`config.mk`:
```
export PLATFORM = sky130hd
export DESIGN_NAME = prng_out_collector
export DESIGN_NICKNAME = d
export VERILOG_FILES = /design/src/rtl/prng_pkg.sv /design/src/rtl/sync_fifo.sv /design/src/rtl/prng_out_collector.sv
export SDC_FILE = /design/constraint.sdc
export NUM_CORES = 1
export LEC_CHECK = 0
export ABC_AREA = 0
export BUFFER_PORTS_ARGS = -buffer_cell sky130_fd_sc_hd__buf_2
export CORE_ASPECT_RATIO = 2
export CORE_MARGIN = 4
export CORE_UTILIZATION = 40
export CTS_CLUSTER_DIAMETER = 120
export CTS_CLUSTER_SIZE = 24
export DETAILED_ROUTE_END_ITERATION = 8
export GPL_TIMING_DRIVEN = 0
export SETUP_SLACK_MARGIN = 0.15
export SYNTH_ARGS = -nofsm -noshare
export SYNTH_HDL_FRONTEND = slang
export SYNTH_SLANG_ARGS = --single-unit
```
`constraint.sdc`:
```
create_clock -name clk3 -period 3.8 [get_ports clk3]
set_clock_uncertainty 0.1 [all_clocks]
set_input_delay 0.38 -clock clk3 [delete_from_list [all_inputs] [get_ports clk3]]
set_output_delay 0.38 -clock clk3 [all_outputs]
set_load 0.02 [all_outputs]
```
`src/rtl/prng_pkg.sv`:
```
// Shared types and constants for the PRNG output collector.
package prng_pkg;
  localparam int DATA_W = 32;

  typedef enum logic [1:0] {IDLE, COLLECT, DRAIN, DONE} coll_st_t;
endpackage

```
`src/rtl/sync_fifo.sv`:
```
// Single-clock show-ahead FIFO with synchronous flush.
module sync_fifo #(
  parameter int DATA_W = 32,
  parameter int DEPTH  = 4
) (
  input  logic              clk,
  input  logic              rst_n,
  input  logic              flush,
  input  logic              push,
  input  logic              pop,
  input  logic [DATA_W-1:0] push_data,
  output logic              full,
  output logic              empty,
  output logic [DATA_W-1:0] head
);
  localparam int AW = $clog2(DEPTH);

  logic [AW:0]       wr_ptr, rd_ptr;
  logic [DATA_W-1:0] mem [DEPTH];
  logic              pop_ok, push_ok;

  // Extra pointer MSB tells a full FIFO apart from an empty one.
  assign full    = (wr_ptr[AW] != rd_ptr[AW]) && (wr_ptr[AW-1:0] == rd_ptr[AW-1:0]);
  assign empty   = (wr_ptr == rd_ptr);
  assign head    = mem[rd_ptr[AW-1:0]];
  assign pop_ok  = pop && !empty;
  assign push_ok = push && (!full || pop_ok);

  always_ff @(posedge clk or negedge rst_n) begin
    if (!rst_n) begin
      wr_ptr <= '0;
      rd_ptr <= '0;
    end else if (flush) begin
      wr_ptr <= '0;
      rd_ptr <= '0;
    end else begin
      if (push_ok) wr_ptr <= wr_ptr + 1'b1;
      if (pop_ok)  rd_ptr <= rd_ptr + 1'b1;
    end
  end

  always_ff @(posedge clk) begin
    if (push_ok && !flush) mem[wr_ptr[AW-1:0]] <= push_data;
  end
endmodule

```
`src/rtl/prng_out_collector.sv`:
```
// Collects a session of PRNG words into a FIFO for the checker, tracking
// checksum, accepted/dropped counts and overflow.
module prng_out_collector #(
  parameter int DATA_W    = prng_pkg::DATA_W,
  parameter int DEPTH     = 4,
  parameter int NUM_WORDS = 16,
  parameter int CNT_W     = 8
) (
  input  logic                clk3,
  input  logic                rst_n,
  input  logic                start,
  input  logic                in_valid,
  input  logic [DATA_W-1:0]   in_data,
  output logic                out_valid,
  output logic [DATA_W-1:0]   out_data,
  input  logic                out_ready,
  output logic                done,
  output logic                overflow,
  output logic [DATA_W-1:0]   checksum,
  output logic [CNT_W-1:0]    acc_cnt,
  output logic [CNT_W-1:0]    drop_cnt,
  output prng_pkg::coll_st_t  dbg_state
);
  import prng_pkg::*;

  localparam logic [CNT_W-1:0] LAST_CNT = CNT_W'(NUM_WORDS - 1);

  coll_st_t          state, state_nxt;
  logic              fifo_full, fifo_empty;
  logic [DATA_W-1:0] fifo_head;
  logic              pop, in_coll, accept, drop;

  // Handshake: a word transfers on any edge where out_valid && out_ready;
  // out_data is stable while out_valid is high and out_ready is low.
  // start wins over both the pending pop and a coincident in_valid.
  assign pop       = out_valid && out_ready && !start;
  assign in_coll   = (state == COLLECT) && in_valid && !start;
  assign accept    = in_coll && (!fifo_full || pop);
  assign drop      = in_coll && fifo_full && !pop;
  assign out_valid = !fifo_empty;
  assign out_data  = fifo_empty ? '0 : fifo_head;
  assign done      = (state == DONE);
  assign dbg_state = state;

  sync_fifo #(.DATA_W(DATA_W), .DEPTH(DEPTH)) u_fifo (
    .clk       (clk3),
    .rst_n     (rst_n),
    .flush     (start),
    .push      (accept),
    .pop       (pop),
    .push_data (in_data),
    .full      (fifo_full),
    .empty     (fifo_empty),
    .head      (fifo_head)
  );

  always_ff @(posedge clk3 or negedge rst_n) begin
    if (!rst_n) state <= IDLE;
    else        state <= state_nxt;
  end

  always_comb begin
    state_nxt = state;
    if (start) begin
      state_nxt = COLLECT;
    end else begin
      case (state)
        COLLECT: if (accept && acc_cnt == LAST_CNT) state_nxt = DRAIN;
        DRAIN:   if (fifo_empty) state_nxt = DONE;
        default: state_nxt = state;
      endcase
    end
  end

  always_ff @(posedge clk3 or negedge rst_n) begin
    if (!rst_n) begin
      checksum <= '0;
      acc_cnt  <= '0;
      drop_cnt <= '0;
      overflow <= 1'b0;
    end else if (start) begin
      checksum <= '0;
      acc_cnt  <= '0;
      drop_cnt <= '0;
      overflow <= 1'b0;
    end else begin
      if (accept) begin
        checksum <= checksum ^ in_data;
        acc_cnt  <= acc_cnt + 1'b1;
      end
      if (drop) begin
        overflow <= 1'b1;
        if (drop_cnt != '1) drop_cnt <= drop_cnt + 1'b1;
      end
    end
  end
endmodule

```
==> impl_metrics.csv, run 1 <==
group,metric,value,unit
run_status,run_status,"complete, no violations",
setup_path,cp.required,3750,ps
routing,detailedRoute.firstPassIterationCount,4,
hold_path,worst_hold_startpoint,"in_data[29]",
pwr,seq_power_share,45.8,%
die,fp.dieH,203,um
flow_run,number_of_max_capacitance_violations_reported,0,
timing,final_hold_slack,85.2,ps
timing,final.period_utilization,82.7,%
pwr,switching_power_summed_over_all_nets,1390,uW
routing,route.antenna.remaining_nets,0,
yosys,synth.top_cells.by_area,"sky130_fd_sc_hd__edfxtp_1 (50%), sky130_fd_sc_hd__dfrtp_1 (19%), sky130_fd_sc_hd__mux4_2 (9.5%)",
yosys,ys_ff_latch,185,
pwr,pwr_density_cell,538,nW/um2
yosys,netlist.top_cell.by_area,"sky130_fd_sc_hd__edfxtp_1",
pwr,leakage_dissipation,0.00375,uW
clocking,cts_root_buf,"sky130_fd_sc_hd__clkbuf_16",
routing,post_drt_wl_per_cell,18.2,um
timing,final_setup_viols,0,
grt,grt_pass1_vias,4782,
final_layout,nNetsFinal,668,
clocking,post-cts-setup-buffers,0,
placed_design,portBuffers,121,
yosys,synth_flop_cell,"sky130_fd_sc_hd__edfxtp_1",
timing,report.final.hold_viol_count,0,
pwr,total_power,4960,uW
pwr,clock_power_share,36.4,%
yosys,synth_top_area_share,50.4,%
yosys,mappedNetlistArea,7620,um2
timing,worst_slew_margin_rel,16.6,%
yosys,synth.area.mux_share,14.3,%
placed_design,post-dp-hpwl,11100,um
yosys,synth_nets,525,
yosys,synthXorXnorAreaFrac,1.12,%
die,io_pins,122,
yosys,synth_top_family_by_area,"multiplexers",
die,die_area,21500,um2
die,coreArea,18700,um2
yosys,postSynth.asyncResetShare,30.8,%
grt,groute.usage.overall,15.8,%
hold_path,hp-class,"input port to register",
timing,worstMarginPinSlew,1230,ps
timing,rsz0062_at_grt,"false",
pwr,comb_power_share,17.8,%
clocking,num_cts_buffers,17,
yosys,synth_compound_area_share,2.76,%
die,initial_cell_density_of_the_core,40.7,%
hold_path,hold_end,"u_fifo.mem[1][29]$_DFFE_PP_",
setup_path,crit_path_class,"register to register",
pwr,p_int,3570,uW
grt,grt-ovfl-total,0,
routing,detailedRoute.firstIterationViolations,187,
setup_path,critPathArrivalTime,3090,ps
pwr,sw_frac_of_total,28.0,%
yosys,distinct_cell_type_count_of_the_synthesized_netlist,37,
placed_design,gpl.final_weighted_congestion,0.791,
routing,vias_cell,5.03,
setup_path,end_kind,"register",
clocking,cts_tree,"built",
setup_path,timing.rr.end,"u_fifo.mem[0][23]$_DFFE_PP_",
yosys,synth_simple_gate_area_share,9.70,%
yosys,post_synthesis_adder_cell_area_fraction,1.15,%
setup_path,timing.critical_path.from_type,"register",
grt,wire_length_of_the_first_global_routing_pass,25900,um
clocking,cts_sinks,185,
die,die_x,106,um
setup_path,critPathMaxFanout,32,
final_layout,antenna-diode-count,0,
yosys,syn-instance-count,481,
setup_path,r2r_cells,6,
die,placementRows,71,
final_layout,area.growth.synth_to_final,21.0,%
routing,finalWirelength,16200,um
setup_path,critical_path.reg2reg.startpoint,"u_fifo.rd_ptr[0]$_DFFE_PN0P_",
clocking,cts.path.max_buffers,2,
yosys,postSynthAreaPerCell,15.8,um2
setup_path,worst_reg_to_reg_setup_slack,660,ps
yosys,synth-edff-count,128,
final_layout,layout-drive-gt1-share,31.9,%
pwr,highest_ir_drop_seen_on_vdd,0.280,mV
yosys,number_of_warnings_issued_by_yosys,0,
routing,detail_route.drc_violations,0,
grt,antenna_found_initial,0,
timing,clock.fmax,318,MHz
routing,vias,4484,
yosys,synth_sequential_area_ratio,69.2,%
timing,post-route-min-period,3140,ps
grt,pin_count_of_the_biggest_net_entering_global_routing,58,
clocking,clkTransAtPathRegs,70,ps
hold_path,holdPathStages,1,
clocking,clock_insertion_delay_worst_skew,430,ps
clocking,cts_h_tree_depth,4,
timing,slew_violations,0,
timing,timing.setup.tns,0,ps
-- area by class of cell --
class                      count  area [um2]
multi-input combinational    265        2220
clock inverter                15         185
inverter                       6        22.5
fill                        1626        9530
tap                          255         319
clock buffer                  17         425
sequential                   185        5270
timing repair buffer         124         658
buffer                        25         114
-- cell usage after synthesis, types with 2 or more instances --
cell                       count
sky130_fd_sc_hd__nand4_1       3
sky130_fd_sc_hd__o311ai_0      2
sky130_fd_sc_hd__nor2_1        8
sky130_fd_sc_hd__xor2_1        3
sky130_fd_sc_hd__xor2_2        2
sky130_fd_sc_hd__or4_1         7
sky130_fd_sc_hd__or3_1         4
sky130_fd_sc_hd__buf_4         2
sky130_fd_sc_hd__nand3_1       5
sky130_fd_sc_hd__clkbuf_1     18
sky130_fd_sc_hd__xnor2_1       3
sky130_fd_sc_hd__mux4_2       32
sky130_fd_sc_hd__inv_1         6
sky130_fd_sc_hd__dfrtp_1      57
sky130_fd_sc_hd__o41ai_1       2
sky130_fd_sc_hd__o31ai_1       8
sky130_fd_sc_hd__mux2i_1      36
sky130_fd_sc_hd__buf_2         4
sky130_fd_sc_hd__nand2_1      75
sky130_fd_sc_hd__ha_1          7
sky130_fd_sc_hd__and2_1        6
sky130_fd_sc_hd__nor3_1        2
sky130_fd_sc_hd__edfxtp_1    128
sky130_fd_sc_hd__nor2b_1      34
sky130_fd_sc_hd__o21ai_0       6
sky130_fd_sc_hd__a21oi_1      10
-- power by group through the flow --
stage | sequential (uW) | combinational (uW) | clock [uW]
6_report | 2270 | 881 | 1810
5_1_grt | 2280 | 965 | 1940
4_1_cts | 2270 | 906 | 1850
3_5_place_dp | 2320 | 903 | 0
3_3_place_gp | 2310 | 893 | 0
2_1_floorplan | 2350 | 544 | 0
-- registers in the layout, summed over array words and instances, names as in the netlist --
signal / flops
u_fifo.rd_ptr: 3
dbg_state: 2
u_fifo.mem: 128
overflow: 1
u_fifo.wr_ptr: 3
acc_cnt: 8
checksum: 32
drop_cnt: 8
-- cell usage in the layout, fill, tap and decap left out, drive strengths merged, types with 7 or more instances in the layout --
cell,instances
buf,130
edfxtp,128
nand2,75
dfrtp,57
mux2i,36
clkbuf,35
nor2b,34
mux4,32
inv,12
a21oi,10
o31ai,8
nor2,8
or4,7
ha,7
-- per-layer routing --
| metal | vias up | wire, um | track usage, % | share of wire [%] |
|---|---|---|---|---|
| met2 | 107 | 9140 | 29.3 | 56 |
| li1 | 2081 | - | - | - |
| met4 | 0 | 300 | 5.65 | 1.8 |
| met3 | 24 | 659 | 3.52 | 4.1 |
| met1 | 2272 | 6150 | 17.6 | 38 |
| met5 | - | 0 | 0 | 0 |
-- how the worst max path moves through the flow --
| stage | startpoint | to | slack (ps) | cells past startpoint |
|---|---|---|---|---|
| after floorplan | dbg_state[1]$_DFFE_PN0P_ | u_fifo.mem[1][0]$_DFFE_PP_ | 1010 | 5 |
| after global placement | start | u_fifo.mem[1][27]$_DFFE_PP_ | 50 | 6 |
| after detailed placement | u_fifo.rd_ptr[0]$_DFFE_PN0P_ | u_fifo.mem[0][18]$_DFFE_PP_ | 630 | 6 |
| after CTS | u_fifo.rd_ptr[1]$_DFFE_PN0P_ | out_data[22] | 230 | 6 |
| after global routing | u_fifo.rd_ptr[0]$_DFFE_PN0P_ | u_fifo.mem[0][18]$_DFFE_PP_ | 430 | 6 |
| final | u_fifo.rd_ptr[0]$_DFFE_PN0P_ | u_fifo.mem[0][23]$_DFFE_PP_ | 660 | 6 |
-- worst max-delay path, stage by stage, from the launching register on --
cell and delay [ps]:
sky130_fd_sc_hd__dfrtp_1 390, sky130_fd_sc_hd__buf_6 150, sky130_fd_sc_hd__xor2_2 310, sky130_fd_sc_hd__o41a_1 200
sky130_fd_sc_hd__clkbuf_1 360, sky130_fd_sc_hd__clkbuf_1 390, sky130_fd_sc_hd__and2_2 850
-- logic make-up after synthesis --
group                    after synthesis
flip-flops                           185
AND/OR/NAND/NOR                      149
buffers and inverters                 31
multiplexers                          69
XOR/XNOR                               8
adder cells (fa/ha/maj)                7
AO/OA/AOI/OAI                         32
-- through the flow --
| stage | area (um2) | setup slack, ps | instances | util [%] |
|---|---|---|---|---|
| finish | 9220 | 657 | 892 | 49.2 |
| global route | 9220 | 427 | 892 | 49.2 |
| CTS | 9200 | 226 | 891 | 49.1 |
| detailed placement | 8590 | 631 | 859 | 45.8 |
| global placement | 8550 | 52.7 | 857 | 45.6 |
| floorplan | 7620 | 1010 | 481 | - |
-- what timing repair did --
action / CTS / global route
hold buffers: 0 / 1
endpoints found under the setup margin: 0 / 7
hold endpoints to repair: 0 / 57
resized for setup: 0 / 1
(Power assumes the default switching activity.)
==> run 2: changes to the inputs <==
--- a/config.mk
+++ b/config.mk
@@ -5,7 +5,7 @@
 export SDC_FILE = /design/constraint.sdc
 export NUM_CORES = 1
 export LEC_CHECK = 0
-export ABC_AREA = 0
+export ABC_AREA = 1
 export BUFFER_PORTS_ARGS = -buffer_cell sky130_fd_sc_hd__buf_2
 export CORE_ASPECT_RATIO = 2
 export CORE_MARGIN = 4
==> constraint.sdc (replaced) <==
create_clock -name clk3 -period 2.59 [get_ports clk3]
set_clock_uncertainty 0.1 [all_clocks]
set_input_delay 0.259 -clock clk3 [delete_from_list [all_inputs] [get_ports clk3]]
set_output_delay 0.259 -clock clk3 [all_outputs]
set_load 0.02 [all_outputs]
==> run 2 against run 1 <==
Compared with the run above:
- critical path depth is 3 higher
- wire length is 29% higher
- total power is 49% higher
==> impl_metrics.csv, run 2 <==
group,metric,value,unit
run_status,run_status,"complete, no violations",
yosys,postSynthAreaPerCell,10.9,um2
grt,antenna_found_initial,0,
clocking,num_cts_buffers,17,
setup_path,crit_path_class,"register to output pin",
pwr,clock_power_share,37.1,%
final_layout,layout-drive-gt1-share,24.1,%
yosys,syn-instance-count,745,
setup_path,end_kind,"output pin",
clocking,clkTransAtPathRegs,70,ps
final_layout,area.growth.synth_to_final,27.5,%
routing,route.antenna.remaining_nets,0,
clocking,cts_root_buf,"sky130_fd_sc_hd__clkbuf_16",
die,coreArea,19900,um2
final_layout,final.fill_count,1832,
placed_design,post-dp-hpwl,14500,um
hold_path,hp-class,"input port to register",
timing,clock.fmax,430,MHz
yosys,mappedNetlistArea,8100,um2
routing,vias,5996,
yosys,postSynth.asyncResetShare,30.8,%
yosys,synth_top_area_share,47.5,%
die,fp.dieH,209,um
pwr,leakage_dissipation,0.00470,uW
routing,vias_cell,4.98,
clocking,clock_insertion_delay_worst_skew,420,ps
yosys,synth.top_cells.by_area,"sky130_fd_sc_hd__edfxtp_1 (47%), sky130_fd_sc_hd__dfrtp_1 (18%), sky130_fd_sc_hd__nand2_1 (5.0%)",
setup_path,cp-startpoint,"u_fifo.rd_ptr[1]$_DFFE_PN0P_",
yosys,synth_flop_cell,"sky130_fd_sc_hd__edfxtp_1",
pwr,switching_power_summed_over_all_nets,2120,uW
flow_run,number_of_max_capacitance_violations_reported,0,
yosys,synth_nets,789,
final_layout,nNetsFinal,972,
timing,worstMarginPinSlew,840,ps
setup_path,cp_slowest_cell,"sky130_fd_sc_hd__dfrtp_2",
grt,groute.usage.overall,19.2,%
setup_path,critical_path.most_common_cell,"sky130_fd_sc_hd__nand2_2",
setup_path,timing.critical_path.from_type,"register",
pwr,seq_power_share,44.9,%
timing,final.period_utilization,89.9,%
setup_path,cp.required,2230,ps
timing,final_setup_viols,0,
timing,final_hold_slack,39.3,ps
clocking,cts_sinks,185,
grt,grt_pass1_vias,6099,
yosys,netlist.top_cell.by_area,"sky130_fd_sc_hd__edfxtp_1",
placed_design,placement.setup.worst_slack,6.02,ps
pwr,comb_power_share,18.0,%
pwr,sw_frac_of_total,28.7,%
die,placementRows,73,
hold_path,holdPathStages,1,
placed_design,gpl.final_weighted_congestion,0.843,
routing,finalWirelength,21000,um
final_layout,finished_layout_cells,1203,
die,die_area,22700,um2
timing,finalWorstSetupSlack,262,ps
clocking,cts.path.max_buffers,2,
clocking,cts_h_tree_depth,4,
routing,post_drt_wl_per_cell,17.4,um
yosys,distinct_cell_type_count_of_the_synthesized_netlist,29,
grt,wire_length_of_the_first_global_routing_pass,32800,um
timing,post-route-min-period,2330,ps
setup_path,timing.critical_path.slowest_cell_delay,450,ps
yosys,synth.top_cells.by_count,"sky130_fd_sc_hd__edfxtp_1 (128), sky130_fd_sc_hd__nand2_1 (108), sky130_fd_sc_hd__nor2_1 (83), sky130_fd_sc_hd__nand3_1 (81), sky130_fd_sc_hd__o21ai_0 (69)",
hold_path,worst_hold_startpoint,"in_data[1]",
final_layout,antenna-diode-count,0,
die,initial_cell_density_of_the_core,40.7,%
final_layout,layout_common_cells,"sky130_fd_sc_hd__buf_2 (128), sky130_fd_sc_hd__edfxtp_1 (128), sky130_fd_sc_hd__nand2_1 (108)",
grt,pin_count_of_the_biggest_net_entering_global_routing,58,
routing,detailedRoute.firstPassIterationCount,5,
routing,detail_route.drc_violations,0,
final_layout,largest_register_ffs,128,
timing,slew_violations,0,
yosys,number_of_warnings_issued_by_yosys,0,
setup_path,critPathMaxFanout,10,
yosys,synth_sequential_area_ratio,65.1,%
pwr,pwr_density_cell,717,nW/um2
yosys,synth-edff-count,128,
setup_path,r2r_cells,9,
placed_design,place.detailed.instances,1131,
setup_path,critical_path.reg2reg.startpoint,"u_fifo.wr_ptr[0]$_DFFE_PN0P_",
yosys,ys_ff_latch,185,
die,io_pins,122,
yosys,synth.most_common_cell,"sky130_fd_sc_hd__edfxtp_1",
timing,worst_slew_margin_rel,44.0,%
pwr,highest_ir_drop_seen_on_vdd,0.458,mV
die,die_x,109,um
timing,rsz0062_at_grt,"true",
timing,report.final.hold_viol_count,0,
routing,detailedRoute.firstIterationViolations,271,
clocking,cts_tree,"built",
setup_path,critPathArrivalTime,1970,ps
grt,grt-ovfl-total,0,
setup_path,sequence_of_cells_on_the_critical_path,"inv_2 -> nand2_2 -> nand2_2 -> nor2_4 -> nand2_4 -> buf_4 -> nand2_1 -> inv_1 -> buf_2",
placed_design,portBuffers,120,
pwr,p_int,5280,uW
-- run 2: cell types whose count changed in the layout (fill, tap and decap cells not counted), sizes merged, moves of 36 or more --
| cell | delta |
|---|---|
| xor2 | +37 |
| inv | +56 |
| mux2i | -36 |
| o21ai | +69 |
| nand2 | +38 |
| nand3 | +88 |
| nor2 | +77 |
-- run 2: stage by stage --
step                      setup TNS, ps  util (%)  total power [uW]  cell area, um2
final                                 0      51.8              7400           10300
after detailed placement              0      46.0              4630            9170
after global routing                  0      51.8              7710           10300
after CTS                             0      51.6              7450           10300
after floorplan                  -47250         -              4120            8100
after global placement          -219120      45.3              4600            9020
-- run 2: logic make-up (layout without fill, tap and decap cells) --
family                     count (synthesis)  in the layout  synth area share, %
AOI/OAI and AO/OA                        110            110                 7.49
xor gates and xnor gates                  43             43                 4.65
buffers and inverters                    100            296                 4.95
DFF                                      185            185                 65.1
adders and majority gates                  7              7                 1.08
and+or+nand+nor                          300            300                 16.7
-- run 2: path summary, 6_finish.rpt --
| kind | to | slack, ps |
|---|---|---|
| max in group asynchronous | u_fifo.rd_ptr[1]$_DFFE_PN0P_ | 1410 |
| worst max register to register | u_fifo.mem[0][24]$_DFFE_PP_ | 450 |
| min in group asynchronous | acc_cnt[2]$_DFFE_PN0P_ | 340 |
| worst min-delay path | u_fifo.mem[3][1]$_DFFE_PP_ | 40 |
| worst max-delay path | out_data[27] | 260 |
| worst min register to register | overflow$_DFFE_PN0P_ | 450 |
-- run 2: what timing repair did --
item	in CTS	in global routing
hold buffers	32	0
gates resized for setup	33	25
pin swaps	4	1
endpoints found under the hold margin	179	0
setup buffers	5	3
endpoints found under the setup margin	99	32
-- run 2: power groups by stage --
stage / Sequential, uW / Clock (uW) / Combinational (uW)
global route: 3330 / 2920 / 1460
global placement: 3390 / 0 / 1210
CTS: 3320 / 2790 / 1340
floorplan: 3420 / 0 / 700
detailed placement: 3390 / 0 / 1240
finish: 3320 / 2750 / 1330
-- run 2: worst max-delay path, delay by kind of cell, from the launching register on --
family / cells / cell delay (ps)
AND/OR/NAND/NOR: 5 / 580
flip-flops: 1 / 450
buffers and inverters: 4 / 510
-- run 2: layout make-up --
cell class | instances | area [um2] | share of cell area [%]
Timing Repair Buffer | 164 | 1140 | 11.1
Clock buffer | 17 | 425 | 4.12
Multi-Input combinational cell | 460 | 2470 | 23.9
Clock inverter | 15 | 201 | 1.95
Buffer | 42 | 265 | 2.57
Sequential cell | 185 | 5270 | 51.1
Tap cell | 262 | 328 | 3.18
Inverter | 58 | 218 | 2.11
-- run 2: routing by layer --
metal | up-vias | track usage [%] | part of all wire (%)
met5 | - | 0 | 0
met4 | 0 | 6.71 | 1.8
met3 | 24 | 2.72 | 3.6
met2 | 134 | 36.4 | 56
met1 | 2928 | 21.0 | 38
li1 | 2910 | - | -
==> run 3: changes to the inputs <==
--- a/config.mk
+++ b/config.mk
@@ -5,8 +5,7 @@
 export SDC_FILE = /design/constraint.sdc
 export NUM_CORES = 1
 export LEC_CHECK = 0
-export ABC_AREA = 1
-export BUFFER_PORTS_ARGS = -buffer_cell sky130_fd_sc_hd__buf_2
+export BUFFER_PORTS_ARGS = -buffer_cell sky130_fd_sc_hd__buf_4
 export CORE_ASPECT_RATIO = 2
 export CORE_MARGIN = 4
 export CORE_UTILIZATION = 40
==> run 3 against run 2 <==
Compared with the run above:
- clock power fell by 7%
- maximum frequency is 2.8% lower
- worst setup slack worse by 67 ps
- critical endpoint is now out_data[6]
- critical path type unchanged
- final cell count down 22%
- final area fell by 1.4%
- sequential share of layout area rose by 0.72 points
- utilization rose by 2.4 points
- combinational power increased by 23%
==> impl_metrics.csv, run 3 (synthesis gave the netlist of run 1 again) <==
group,metric,value,unit
routing,wire_length_on_met2,10300,um
setup_path,crit_path_class,"register to output pin",
pwr,seq_power_share,44.4,%
placed_design,portBuffers,121,
final_layout,layout-drive-gt1-share,34.7,%
clocking,clock_insertion_delay_worst_skew,420,ps
setup_path,timing.critical_path.from_type,"register",
die,initial_cell_density_of_the_core,40.7,%
clocking,num_cts_buffers,17,
die,placementRows,71,
final_layout,nNetsFinal,716,
pwr,sw_frac_of_total,26.9,%
die,die_x,106,um
timing,clock.fmax,418,MHz
timing,final_setup_viols,0,
run_status,run_status,"complete, no violations",
placed_design,gpl.final_weighted_congestion,0.792,
routing,route.antenna.remaining_nets,0,
pwr,leakage_dissipation,0.00412,uW
clocking,cts_tree,"built",
final_layout,most_common_cell_after_layout_fill_and_taps_aside,"sky130_fd_sc_hd__buf_4",
routing,post_drt_wl_per_cell,18.8,um
pwr,highest_ir_drop_seen_on_vdd,0.455,mV
routing,vias,4721,
flow_run,number_of_max_capacitance_violations_reported,0,
setup_path,r2r_cells,7,
routing,maxUsedRoutingLayer,"met4",
clocking,cts_root_buf,"sky130_fd_sc_hd__clkbuf_16",
routing,vias_cell,5.02,
routing,post_route_met1_wirelength,6490,um
grt,grt-ovfl-total,0,
setup_path,critPathArrivalTime,2040,ps
setup_path,cp.required,2230,ps
routing,finalWirelength,17700,um
timing,rsz0062_at_grt,"true",
final_layout,final.fill_count,1531,
timing,report.final.hold_viol_count,0,
pwr,clock_power_share,34.0,%
pwr,pwr_density_cell,740,nW/um2
clocking,cts_h_tree_depth,4,
routing,detailedRoute.firstIterationViolations,201,
pwr,comb_power_share,21.6,%
timing,final.period_utilization,92.5,%
timing,post-route-min-period,2390,ps
routing,detailroute.wirelength.met3,688,um
clocking,clkTransAtPathRegs,70,ps
grt,groute.usage.overall,17.2,%
die,die_area,21500,um2
final_layout,antenna-diode-count,0,
die,io_pins,122,
timing,final_hold_slack,99.2,ps
final_layout,largest_register_ffs,128,
routing,detailedRoute.firstPassIterationCount,4,
setup_path,end_kind,"output pin",
die,coreArea,18700,um2
clocking,cts_sinks,185,
hold_path,holdPathStages,3,
routing,detail_route.drc_violations,0,
hold_path,hp-class,"input port to register",
timing,slew_violations,0,
final_layout,area.growth.synth_to_final,33.5,%
final_layout,layout_common_cells,"sky130_fd_sc_hd__buf_4 (131), sky130_fd_sc_hd__edfxtp_1 (128), sky130_fd_sc_hd__nand2_1 (75)",
grt,wire_length_of_the_first_global_routing_pass,28300,um
grt,antenna_found_initial,0,
die,fp.dieH,203,um
grt,pin_count_of_the_biggest_net_entering_global_routing,58,
final_layout,layout.core_utilization,54.3,%
timing,worst_slew_margin_rel,47.5,%
pwr,switching_power_summed_over_all_nets,2030,uW
pwr,p_int,5500,uW
setup_path,critPathMaxFanout,10,
grt,grt_pass1_vias,5204,
placed_design,post-dp-hpwl,11300,um
clocking,cts.path.max_buffers,2,
timing,worstMarginPinSlew,788,ps
## run 3: changes by cell type in the layout (fill, tap and decap cells not counted), sizes merged, moves of 34 or more
cell,before,now
nand2,113,75
inv,68,10
nand3,93,5
o21ai,75,6
mux2i,0,36
nor2,85,8
xor2,42,5
nor2b,0,34
## run 3: path summary, 6_finish.rpt
| kind | slack (ps) | endpoint | from |
|---|---|---|---|
| worst max-delay path | 200 | out_data[6] | u_fifo.rd_ptr[0]$_DFFE_PN0P_ |
| worst min-delay path | 100 | overflow$_DFFE_PN0P_ | start |
| worst max register to register | 230 | drop_cnt[0]$_DFFE_PN0P_ | u_fifo.rd_ptr[0]$_DFFE_PN0P_ |
| worst min register to register | 370 | checksum[9]$_DFFE_PN0P_ | checksum[9]$_DFFE_PN0P_ |
| max in group asynchronous | 1510 | checksum[3]$_DFFE_PN0P_ | rst_n |
| min in group asynchronous | 360 | checksum[20]$_DFFE_PN0P_ | rst_n |
## run 3: critical path, stage by stage (launching register included)
cell	delay [ps]
sky130_fd_sc_hd__dfrtp_1	380
sky130_fd_sc_hd__buf_6	180
sky130_fd_sc_hd__buf_6	210
sky130_fd_sc_hd__mux4_2	540
sky130_fd_sc_hd__nor2b_1	150
sky130_fd_sc_hd__buf_4	150
## run 3: routing by layer
metal	global-route usage, %	up-vias
li1	-	2175
met1	18.8	2411
met2	32.8	119
met3	3.36	16
met4	5.51	0
met5	0	-
## run 3: power by group through the flow
stage | Sequential, uW | Clock [uW] | Combinational [uW]
finish | 3340 | 2560 | 1630
global route | 3350 | 2740 | 1760
CTS | 3340 | 2630 | 1640
detailed placement | 3400 | 0 | 1460
global placement | 3390 | 0 | 1450
floorplan | 3450 | 0 | 799
## run 3: final cells by class
| class | count | area (um2) | share of cell area, % |
|---|---|---|---|
| Sequential cell | 185 | 5270 | 51.8 |
| Multi-Input combinational cell | 269 | 2330 | 23.0 |
| Timing Repair Buffer | 168 | 1470 | 14.4 |
| Clock buffer | 20 | 478 | 4.70 |
| Tap cell | 255 | 319 | 3.14 |
| Buffer | 25 | 166 | 1.64 |
| Clock inverter | 12 | 113 | 1.11 |
| Inverter | 6 | 22.5 | 0.221 |
## run 3: stage by stage
stage               instances  setup TNS (ps)  area, um2  setup slack, ps  total power, uW
global route              940               0      10200             99.7             7850
CTS                       936               0      10100             99.1             7610
global placement          857          -71010       8850             -596             4840
detailed placement        857          -76720       8850             -648             4860
finish                    940               0      10200              195             7530
floorplan                 481               0       7630              124             4250
## run 3: repair_timing
item                       4_1_cts  5_1_grt
setup endpoints to repair      194      125
resized for setup               32       20
hold endpoints to repair       185        0
hold buffers                    33        0
pin swaps                        5        2
setup buffers                   11        3
gates cloned                     3        1
